<file path="config.mk">
export PLATFORM = sky130hd
export DESIGN_NAME = index_sweep_ctr
export DESIGN_NICKNAME = d
export VERILOG_FILES = /design/src/rtl/index_sweep_ctr.sv
export SDC_FILE = /design/constraint.sdc
export NUM_CORES = 1
export LEC_CHECK = 0
export CORE_ASPECT_RATIO = 0.7
export CORE_UTILIZATION = 25
export CTS_CLUSTER_DIAMETER = 80
export CTS_CLUSTER_SIZE = 28
export DETAILED_ROUTE_END_ITERATION = 10
export PLACE_DENSITY = 0.46
export SLEW_MARGIN = 25
export SYNTH_ARGS = -nofsm -noshare
export SYNTH_HDL_FRONTEND = slang
export SYNTH_SLANG_ARGS = --single-unit
</file>
<file path="constraint.sdc">
create_clock -name clk -period 2.3 [get_ports clk]
set_input_delay 0.46 -clock clk [delete_from_list [all_inputs] [get_ports clk]]
set_output_delay 0.46 -clock clk [all_outputs]
set_load 0.05 [all_outputs]
</file>
<file path="src/rtl/index_sweep_ctr.sv">
// Nested x/y/z index generator sweeping an X_DIM*Y_DIM*Z_DIM state array,
// with two sweep orders, stall, sync clear and a start/busy/done handshake.
module index_sweep_ctr #(
   parameter int X_DIM = 5,
   parameter int Y_DIM = 5,
   parameter int Z_DIM = 64,
   parameter int XW    = 3,
   parameter int YW    = 3,
   parameter int ZW    = 6,
   parameter int LW    = 11
) (
   input  logic          clk,
   input  logic          rst,
   input  logic          init0,
   input  logic          start,
   input  logic          order,
   input  logic          enc,
   output logic [XW-1:0] x,
   output logic [YW-1:0] y,
   output logic [ZW-1:0] z,
   output logic [LW-1:0] lin,
   output logic          busy,
   output logic          co,
   output logic          done
);

   localparam logic [1:0] S_IDLE = 2'd0;
   localparam logic [1:0] S_RUN  = 2'd1;
   localparam logic [1:0] S_DONE = 2'd2;

   localparam logic [XW-1:0] X_LAST = XW'(X_DIM - 1);
   localparam logic [YW-1:0] Y_LAST = YW'(Y_DIM - 1);
   localparam logic [ZW-1:0] Z_LAST = ZW'(Z_DIM - 1);
   localparam logic [LW-1:0] L_LAST = LW'(X_DIM * Y_DIM * Z_DIM - 1);

   logic [1:0]    r_state;
   logic [XW-1:0] r_x;
   logic [YW-1:0] r_y;
   logic [ZW-1:0] r_z;
   logic [LW-1:0] r_lin;
   logic          r_order;
   logic          r_done;

   logic          w_x_last;
   logic          w_y_last;
   logic          w_z_last;
   logic          w_busy;
   logic          w_co;
   logic [XW-1:0] w_x_inc;
   logic [YW-1:0] w_y_inc;
   logic [ZW-1:0] w_z_inc;
   logic [XW-1:0] w_x_nxt;
   logic [YW-1:0] w_y_nxt;
   logic [ZW-1:0] w_z_nxt;

   assign w_x_last = (r_x == X_LAST);
   assign w_y_last = (r_y == Y_LAST);
   assign w_z_last = (r_z == Z_LAST);
   assign w_busy   = (r_state == S_RUN);
   // Both orders end on the same point, so one terminal test serves both.
   assign w_co     = w_busy & w_x_last & w_y_last & w_z_last;

   // Per-dimension wrapping increment; a size-1 dimension is always "last".
   always_comb begin
      w_x_inc = w_x_last ? '0 : r_x + 1'b1;
      w_y_inc = w_y_last ? '0 : r_y + 1'b1;
      w_z_inc = w_z_last ? '0 : r_z + 1'b1;
   end

   always_comb begin
      w_x_nxt = r_x;
      w_y_nxt = r_y;
      w_z_nxt = r_z;
      if (!r_order) begin
         w_x_nxt = w_x_inc;
         w_y_nxt = w_x_last ? w_y_inc : r_y;
         w_z_nxt = (w_x_last && w_y_last) ? w_z_inc : r_z;
      end else begin
         w_z_nxt = w_z_inc;
         w_x_nxt = w_z_last ? w_x_inc : r_x;
         w_y_nxt = (w_z_last && w_x_last) ? w_y_inc : r_y;
      end
   end

   always_ff @(posedge clk or posedge rst) begin
      if (rst) begin
         r_state <= S_IDLE;
         r_x     <= '0;
         r_y     <= '0;
         r_z     <= '0;
         r_lin   <= '0;
         r_order <= 1'b0;
         r_done  <= 1'b0;
      end else if (init0) begin
         r_state <= S_IDLE;
         r_x     <= '0;
         r_y     <= '0;
         r_z     <= '0;
         r_lin   <= '0;
         r_done  <= 1'b0;
      end else begin
         case (r_state)
            S_IDLE: begin
               r_done <= 1'b0;
               if (start) begin
                  r_state <= S_RUN;
                  r_order <= order;
               end
            end
            S_RUN: begin
               if (enc) begin
                  if (w_co) begin
                     r_state <= S_DONE;
                     r_x     <= '0;
                     r_y     <= '0;
                     r_z     <= '0;
                     r_lin   <= '0;
                     r_done  <= 1'b1;
                  end else begin
                     r_x     <= w_x_nxt;
                     r_y     <= w_y_nxt;
                     r_z     <= w_z_nxt;
                     r_lin   <= r_lin + 1'b1;
                  end
               end
            end
            default: begin
               r_state <= S_IDLE;
               r_done  <= 1'b0;
            end
         endcase
      end
   end

   assign x    = r_x;
   assign y    = r_y;
   assign z    = r_z;
   assign lin  = r_lin;
   assign busy = w_busy;
   assign co   = w_co;
   assign done = r_done;

   a_idx_range: assert property (@(posedge clk) disable iff (rst)
      (r_x <= X_LAST) && (r_y <= Y_LAST) && (r_z <= Z_LAST) && (r_lin <= L_LAST));
   a_state_legal: assert property (@(posedge clk) disable iff (rst)
      r_state != 2'd3);

endmodule

</file>
==> flow_summary_export.csv, run 1 <==
group,metric,value,unit
outcome,outcome,"complete, no violations",
floorplan,std_cell_rows,23,
placement,place.gp.congestion,0.778,
worst_setup_path,end_kind,"output pin",
cells_and_area,seqCellArea,676,um2
global_route,grt.total_usage,13.7,%
logic_synthesis,yosys.area.top_type,"dfrtp_1",
floorplan,die-height,67.9,um
logic_synthesis,yosysWarnings,0,
hold_path,hold_class,"in -> async",
global_route,pin_count_of_the_biggest_net_entering_global_routing,28,
sta,final.hold.worst_slack,541,ps
clocking,post_cts.repair.setup_buffers,0,
clocking,numCtsBuffers,3,
worst_setup_path,worst_setup_path_start_kind,"flop",
sta,report.final.setup_viol,0,
logic_synthesis,synth_edf_count,0,
sta,min_period,2190,ps
power_and_ir_drop,p_leak,0.835,nW
sta,layout_skew,4.25,ps
cells_and_area,area_taken_by_multi_input_logic_gates,816,um2
logic_synthesis,total_nets_after_synthesis,175,
cells_and_area,antenna_cells,0,
placement,numPortBuffers,31,
logic_synthesis,synth_cell_type_count,45,
floorplan,chipWidth,96.2,um
cells_and_area,layout.cells.most_common,"clkdlybuf4s50_1",
logic_synthesis,synthArstFlopShare,100,%
sta,max_freq,0.457,GHz
floorplan,initial_utilization,26.6,%
logic_synthesis,yosys-top-cells-area,"dfrtp_1, nand2_1, ha_1",
clocking,clk-insertion-delay-late,280,ps
route,drc,0,
worst_setup_path,chain_of_cells_forming_the_critical_path,"and2b_1 -> clkdlybuf4s50_1",
worst_setup_path,critPathMaxFanout,6,
worst_setup_path,timing.critical_path.required,1840,ps
route,num_vias,1387,
sta,fin_setup_tns,0,ps
logic_synthesis,synth.ff_latch_count,27,
global_route,grt_first_pass_wirelength,6.75,mm
logic_synthesis,synth_seq_area_share,43.5,%
route,drtIter0Drc,65,
logic_synthesis,syn_area_per_cell,9.52,um2
floorplan,boundaryPins,32,
route,firstDrtPassIters,4,
cells_and_area,drive_above_1_share,10.0,%
route,route.antenna.remaining_nets,0,
clocking,tritoncts_num_sinks,27,
power_and_ir_drop,powerDensity,563,mW/mm2
floorplan,fp.dieArea,0.00653,mm2
clocking,clkSlewWorstSetupHoldPaths,90,ps
worst_setup_path,worst_path_largest_cell_delay,800,ps
worst_setup_path,worst_ep_arrival_time,1730,ps
logic_synthesis,synthesis.area,0.00155,mm2
route,avgRoutedWirePerCell,14.2,um
sta,maxSlewHeadroom,53.9,%
worst_setup_path,reg2reg_slack,350,ps
route,routed_via_density,5.04,
clocking,cts_max_level,1,
cells_and_area,area_delta_synth_final,31.6,%
cells_and_area,n_fill_cell,601,
global_route,number_of_global_route_vias_before_repair,1357,
clocking,clockBufferDepth,2,
sta,timing.final.max_slew_violations,0,
logic_synthesis,netlist_instances,163,
logic_synthesis,netlist.area_leader.share,43.5,%
worst_setup_path,reg2reg_from,"z[0]",
placement,hpwl,2.93,mm
route,wirelength,3.89,mm
power_and_ir_drop,vdd.ir_drop.worst,0.000191,V
worst_setup_path,r2r-end,"lin[10]",
sta,finalCritPeriodShare,95.2,%
logic_synthesis,ys.flop_type,"dfrtp_1",
global_route,gr-total-overflow,0,
global_route,antenna_found_initial,0,
clocking,cts_tree,"done",
clocking,ctsHoldBuffers,0,
flow_run,maxCapViolCount,0,
worst_setup_path,r2r_cells,5,
cells_and_area,nNetsFinal,213,
floorplan,placeable_core_region,0.00584,mm2
sta,timing.final.hold_violations,0,
worst_setup_path,cpMaxStageDelayCell,"clkdlybuf4s50_1",
sta,setup_repair_after_global_routing_missed_its_margin,"no",
worst_setup_path,critical_path_class,"reg -> out",
clocking,clock-root-buffer,"clkbuf_8",
cells_and_area,layout_common_cells,"clkdlybuf4s50_1, dfrtp_1, nand2_1",
sta,worst_pin_slew,690,ps
==> layout make-up <==
class | count | share of cell area (%)
Inverter | 10 | 1.84
Clock inverter | 1 | 0.245
Multi-Input combinational cell | 121 | 40.0
Tap cell | 75 | 4.60
Timing Repair Buffer | 38 | 18.3
Clock buffer | 3 | 2.02
Sequential cell | 27 | 33.1
==> power breakdown <==
| part | internal, mW | switching, mW |
|---|---|---|
| registers | 0.509 | 0.0542 |
| clock network | 0.122 | 0.154 |
| logic | 0.116 | 0.195 |
==> how the worst max path moves through the flow <==
stage | start | to | slack, ps | cells past startpoint
final | r_state[1] | busy | 110 | 2
after global routing | y[0] | co | 9 | 5
after CTS | x[0] | co | 30 | 5
after detailed placement | enc | z[5] | 60 | 5
after global placement | enc | z[2] | 130 | 5
after floorplan | z[0] | co | 60 | 4
==> timing repair <==
action                                  4_1_cts  5_1_grt
pin swaps                                     0        0
gates resized for setup                       1        3
endpoints found under the setup margin        1        1
==> metal layers <==
layer | track usage, % | up-vias | share of wire [%]
li1 | - | 686 | -
met1 | 18.5 | 664 | 51
met2 | 21.1 | 31 | 42
met3 | 3.33 | 6 | 5.2
met4 | 5.22 | 0 | 1.6
met5 | 0 | - | 0
==> state kept, by name (all words and copies together) (netlist names) <==
name	flops
done	1
lin	11
r_order	1
r_state	2
x	3
y	3
z	6
==> synth_stat cells (3+ instances only) <==
cell	number
a21oi_1	5
a31oi_1	3
a32o_1	3
and2_1	3
and3_1	5
clkbuf_1	3
dfrtp_1	27
ha_1	6
inv_1	10
nand2_1	21
nand3_1	14
nand4_1	3
nor2_1	5
o211ai_1	3
o21ai_0	9
or3_1	3
or4_1	3
==> logic make-up (layout without fill, tap and decap cells) <==
kind of cell | Yosys count | after routing | share of synthesized area (%)
compound gates | 38 | 38 | 18.1
xor+xnor | 1 | 1 | 0.565
fa+ha+maj | 6 | 6 | 4.84
buf+inv | 15 | 52 | 4.19
flops | 27 | 27 | 43.5
mux | 3 | 3 | 2.02
simple gates | 73 | 73 | 26.8
==> critical path: cells and delay by family (launching register included) <==
kind	cells	cell delay, ps
buf+inv	1	800
flops	1	430
simple gates	1	220
==> through the flow <==
stage / instances / power, mW / setup WS [ps] / util [%] / cell area (um2)
floorplan: 163 / 0.766 / 62.0 / - / 1550
global placement: 271 / 0.883 / 125 / 34.1 / 1990
detailed placement: 271 / 0.884 / 60.6 / 34.1 / 1990
CTS: 275 / 1.17 / 26.8 / 34.9 / 2040
global route: 275 / 1.22 / 9.33 / 35.0 / 2040
finish: 275 / 1.15 / 110 / 35.0 / 2040
Power figures use the tool's default switching activity.
==> run 2, diff against run 1 <==
- CTS_CLUSTER_SIZE: 28 -> 16
==> results of run 2 <==
Same layout as run 1: the final DEF is identical, and so are final timing and power.
==> run 3, diff against run 2 <==
- ABC_AREA: unset -> 1
==> run 3 against run 2 <==
Against the previous run:
- count of clock-buffer cells in the layout unchanged
- cell count up 13%
- clock skew is 8.1 ps higher
- worst setup slack worse by 3.6 ps
- sequential cell count unchanged
- wire length is 7.6% lower
- critical path depth did not move
- critical endpoint unchanged
- largest power group unchanged
- highest routed layer unchanged
==> flow_summary_export.csv, run 3 <==
group,metric,value,unit
sta,report.final.setup_viol,0,
logic_synthesis,post-synth-top-count-cell,"nand2_1",
route,drc,0,
placement,hpwl,2.74,mm
clocking,clk-insertion-delay-late,280,ps
worst_setup_path,critical_path_class,"reg -> out",
global_route,grt_first_pass_wirelength,6.15,mm
global_route,pin_count_of_the_biggest_net_entering_global_routing,28,
route,avgRoutedWirePerCell,11.6,um
route,num_vias,1313,
power_and_ir_drop,vdd.ir_drop.worst,0.000235,V
logic_synthesis,netlist_instances,201,
logic_synthesis,total_nets_after_synthesis,213,
logic_synthesis,netlist_top_cells_count,"nand2_1, dfrtp_1, nor2_1",
sta,maxSlewHeadroom,66.5,%
sta,layout_skew,12.4,ps
sta,worst_pin_slew,501,ps
worst_setup_path,worst_ep_arrival_time,1730,ps
floorplan,die-height,68.8,um
logic_synthesis,syn_area_per_cell,7.92,um2
logic_synthesis,synth_seq_area_share,42.5,%
global_route,antenna_found_initial,0,
floorplan,placeable_core_region,0.00593,mm2
outcome,outcome,"complete, no violations",
power_and_ir_drop,powerDensity,613,mW/mm2
logic_synthesis,yosysWarnings,0,
logic_synthesis,synth.ff_latch_count,27,
placement,preCtsSetupSlack,283,ps
sta,timing.final.max_slew_violations,0,
route,route.antenna.remaining_nets,0,
sta,max_freq,0.456,GHz
worst_setup_path,timing.critical_path.required,1840,ps
hold_path,hold_class,"reg -> reg",
route,firstDrtPassIters,6,
worst_setup_path,critPathMaxFanout,4,
logic_synthesis,synth_edf_count,0,
sta,finalCritPeriodShare,95.4,%
sta,timing.final.hold_violations,0,
clocking,cts_max_level,1,
clocking,clock-root-buffer,"clkbuf_8",
logic_synthesis,synthArstFlopShare,100,%
logic_synthesis,synth_cell_type_count,26,
clocking,clkSlewWorstSetupHoldPaths,110,ps
logic_synthesis,ys.flop_type,"dfrtp_1",
cells_and_area,postLayoutCellArea,0.00204,mm2
logic_synthesis,netlist.area_leader.share,42.5,%
sta,min_period,2190,ps
route,routed_via_density,4.24,
sta,final.hold.worst_slack,529,ps
clocking,cts_tree,"done",
placement,total_placed_instance_area,0.00199,mm2
clocking,clockBufferDepth,2,
clocking,ctsHoldBuffers,0,
global_route,gr-total-overflow,0,
sta,final_critical_path_setup_slack,107,ps
logic_synthesis,yosys.area.top_type,"dfrtp_1",
cells_and_area,antenna_cells,0,
clocking,post_cts.repair.setup_buffers,0,
sta,setup_repair_after_global_routing_missed_its_margin,"no",
floorplan,initial_utilization,26.8,%
floorplan,chipWidth,97.4,um
floorplan,std_cell_rows,23,
logic_synthesis,yosys-top-cells-area,"dfrtp_1, nand2_1, nand3_1",
placement,numPortBuffers,31,
global_route,grt.total_usage,11.8,%
logic_synthesis,synthesis.area,0.00159,mm2
placement,place.gp.congestion,0.756,
route,drtIter0Drc,37,
sta,fin_setup_tns,0,ps
cells_and_area,layout_common_cells,"nand2_1, clkdlybuf4s50_1, nor2_1, dfrtp_1, nand3_1",
clocking,numCtsBuffers,3,
power_and_ir_drop,p_leak,0.928,nW
floorplan,boundaryPins,32,
clocking,post_cts_resized,0,
clocking,tritoncts_num_sinks,27,
cells_and_area,area_delta_synth_final,28.0,%
cells_and_area,drive_above_1_share,11.1,%
global_route,number_of_global_route_vias_before_repair,1230,
cells_and_area,nNetsFinal,248,
cells_and_area,layout.cells.most_common,"nand2_1",
worst_setup_path,worst_setup_path_start_kind,"flop",
worst_setup_path,end_kind,"output pin",
route,wirelength,3.60,mm
floorplan,fp.dieArea,0.00669,mm2
cells_and_area,flip_flop_count_of_the_largest_register_after_layout,11,
flow_run,maxCapViolCount,0,
==> run 3: cell types whose count changed in the layout (fill, tap and decap cells not counted), moves of 4 or more <==
cell,delta
nor2_1,+22
nand2_1,+19
inv_1,+12
nand3_1,+11
buf_4,-6
xor2_1,+6
and3_1,-4
inv_2,+4
==> run 3: cell families after synthesis <==
family,count (synthesis),share of synthesized area [%]
flip-flops,27,42.5
AND/OR/NAND/NOR,112,34.0
XOR/XNOR,7,3.85
AO/OA/AOI/OAI,21,7.23
adder cells (fa/ha/maj),6,4.72
buffers and inverters,28,7.70
==> run 3: stage by stage <==
stage | util [%] | power, mW | cells
after detailed placement | 33.5 | 0.979 | 306
after global routing | 34.4 | 1.33 | 310
after CTS | 34.4 | 1.27 | 310
final | 34.4 | 1.25 | 310
after floorplan | - | 0.854 | 201
after global placement | 33.5 | 0.981 | 306
==> run 3: routing by layer <==
| metal | routed length (um) | track usage [%] |
|---|---|---|
| met1 | 2100 | 18.1 |
| met2 | 1340 | 16.0 |
| met3 | 141 | 3.33 |
| met4 | 19 | 2.21 |
| met5 | 0 | 0 |
==> run 3: layout make-up <==
class	count	area (um2)
Clock buffer	3	41.3
Clock inverter	1	7.51
Fill cell	654	3890
Inverter	26	97.6
Multi-Input combinational cell	146	793
Sequential cell	27	676
Tap cell	75	93.8
Timing Repair Buffer	32	328
==> run 3: path summary, 6_finish.rpt <==
path	from	to	slack, ps	depth (start not counted)
worst min-delay path	done	done	530	2
worst max-delay path	r_state[1]	busy	110	2
min in group asynchronous	rst	x[1]	540	3
worst min register to register	done	done	530	2
worst max register to register	x[0]	r_state[0]	710	9
max in group asynchronous	rst	x[2]	1490	3
==> run 3: power by group <==
part           switching, mW  internal (mW)  leakage, nW
Combinational          0.270          0.134        0.539
Clock                  0.162          0.123       0.0217
Sequential            0.0451          0.514        0.368
Total                  0.477          0.772        0.928
==> run 3: worst max-delay path: stages (launching register included) <==
cell	delay, ps
dfrtp_1	420
nor2_4	190
clkdlybuf4s50_1	830
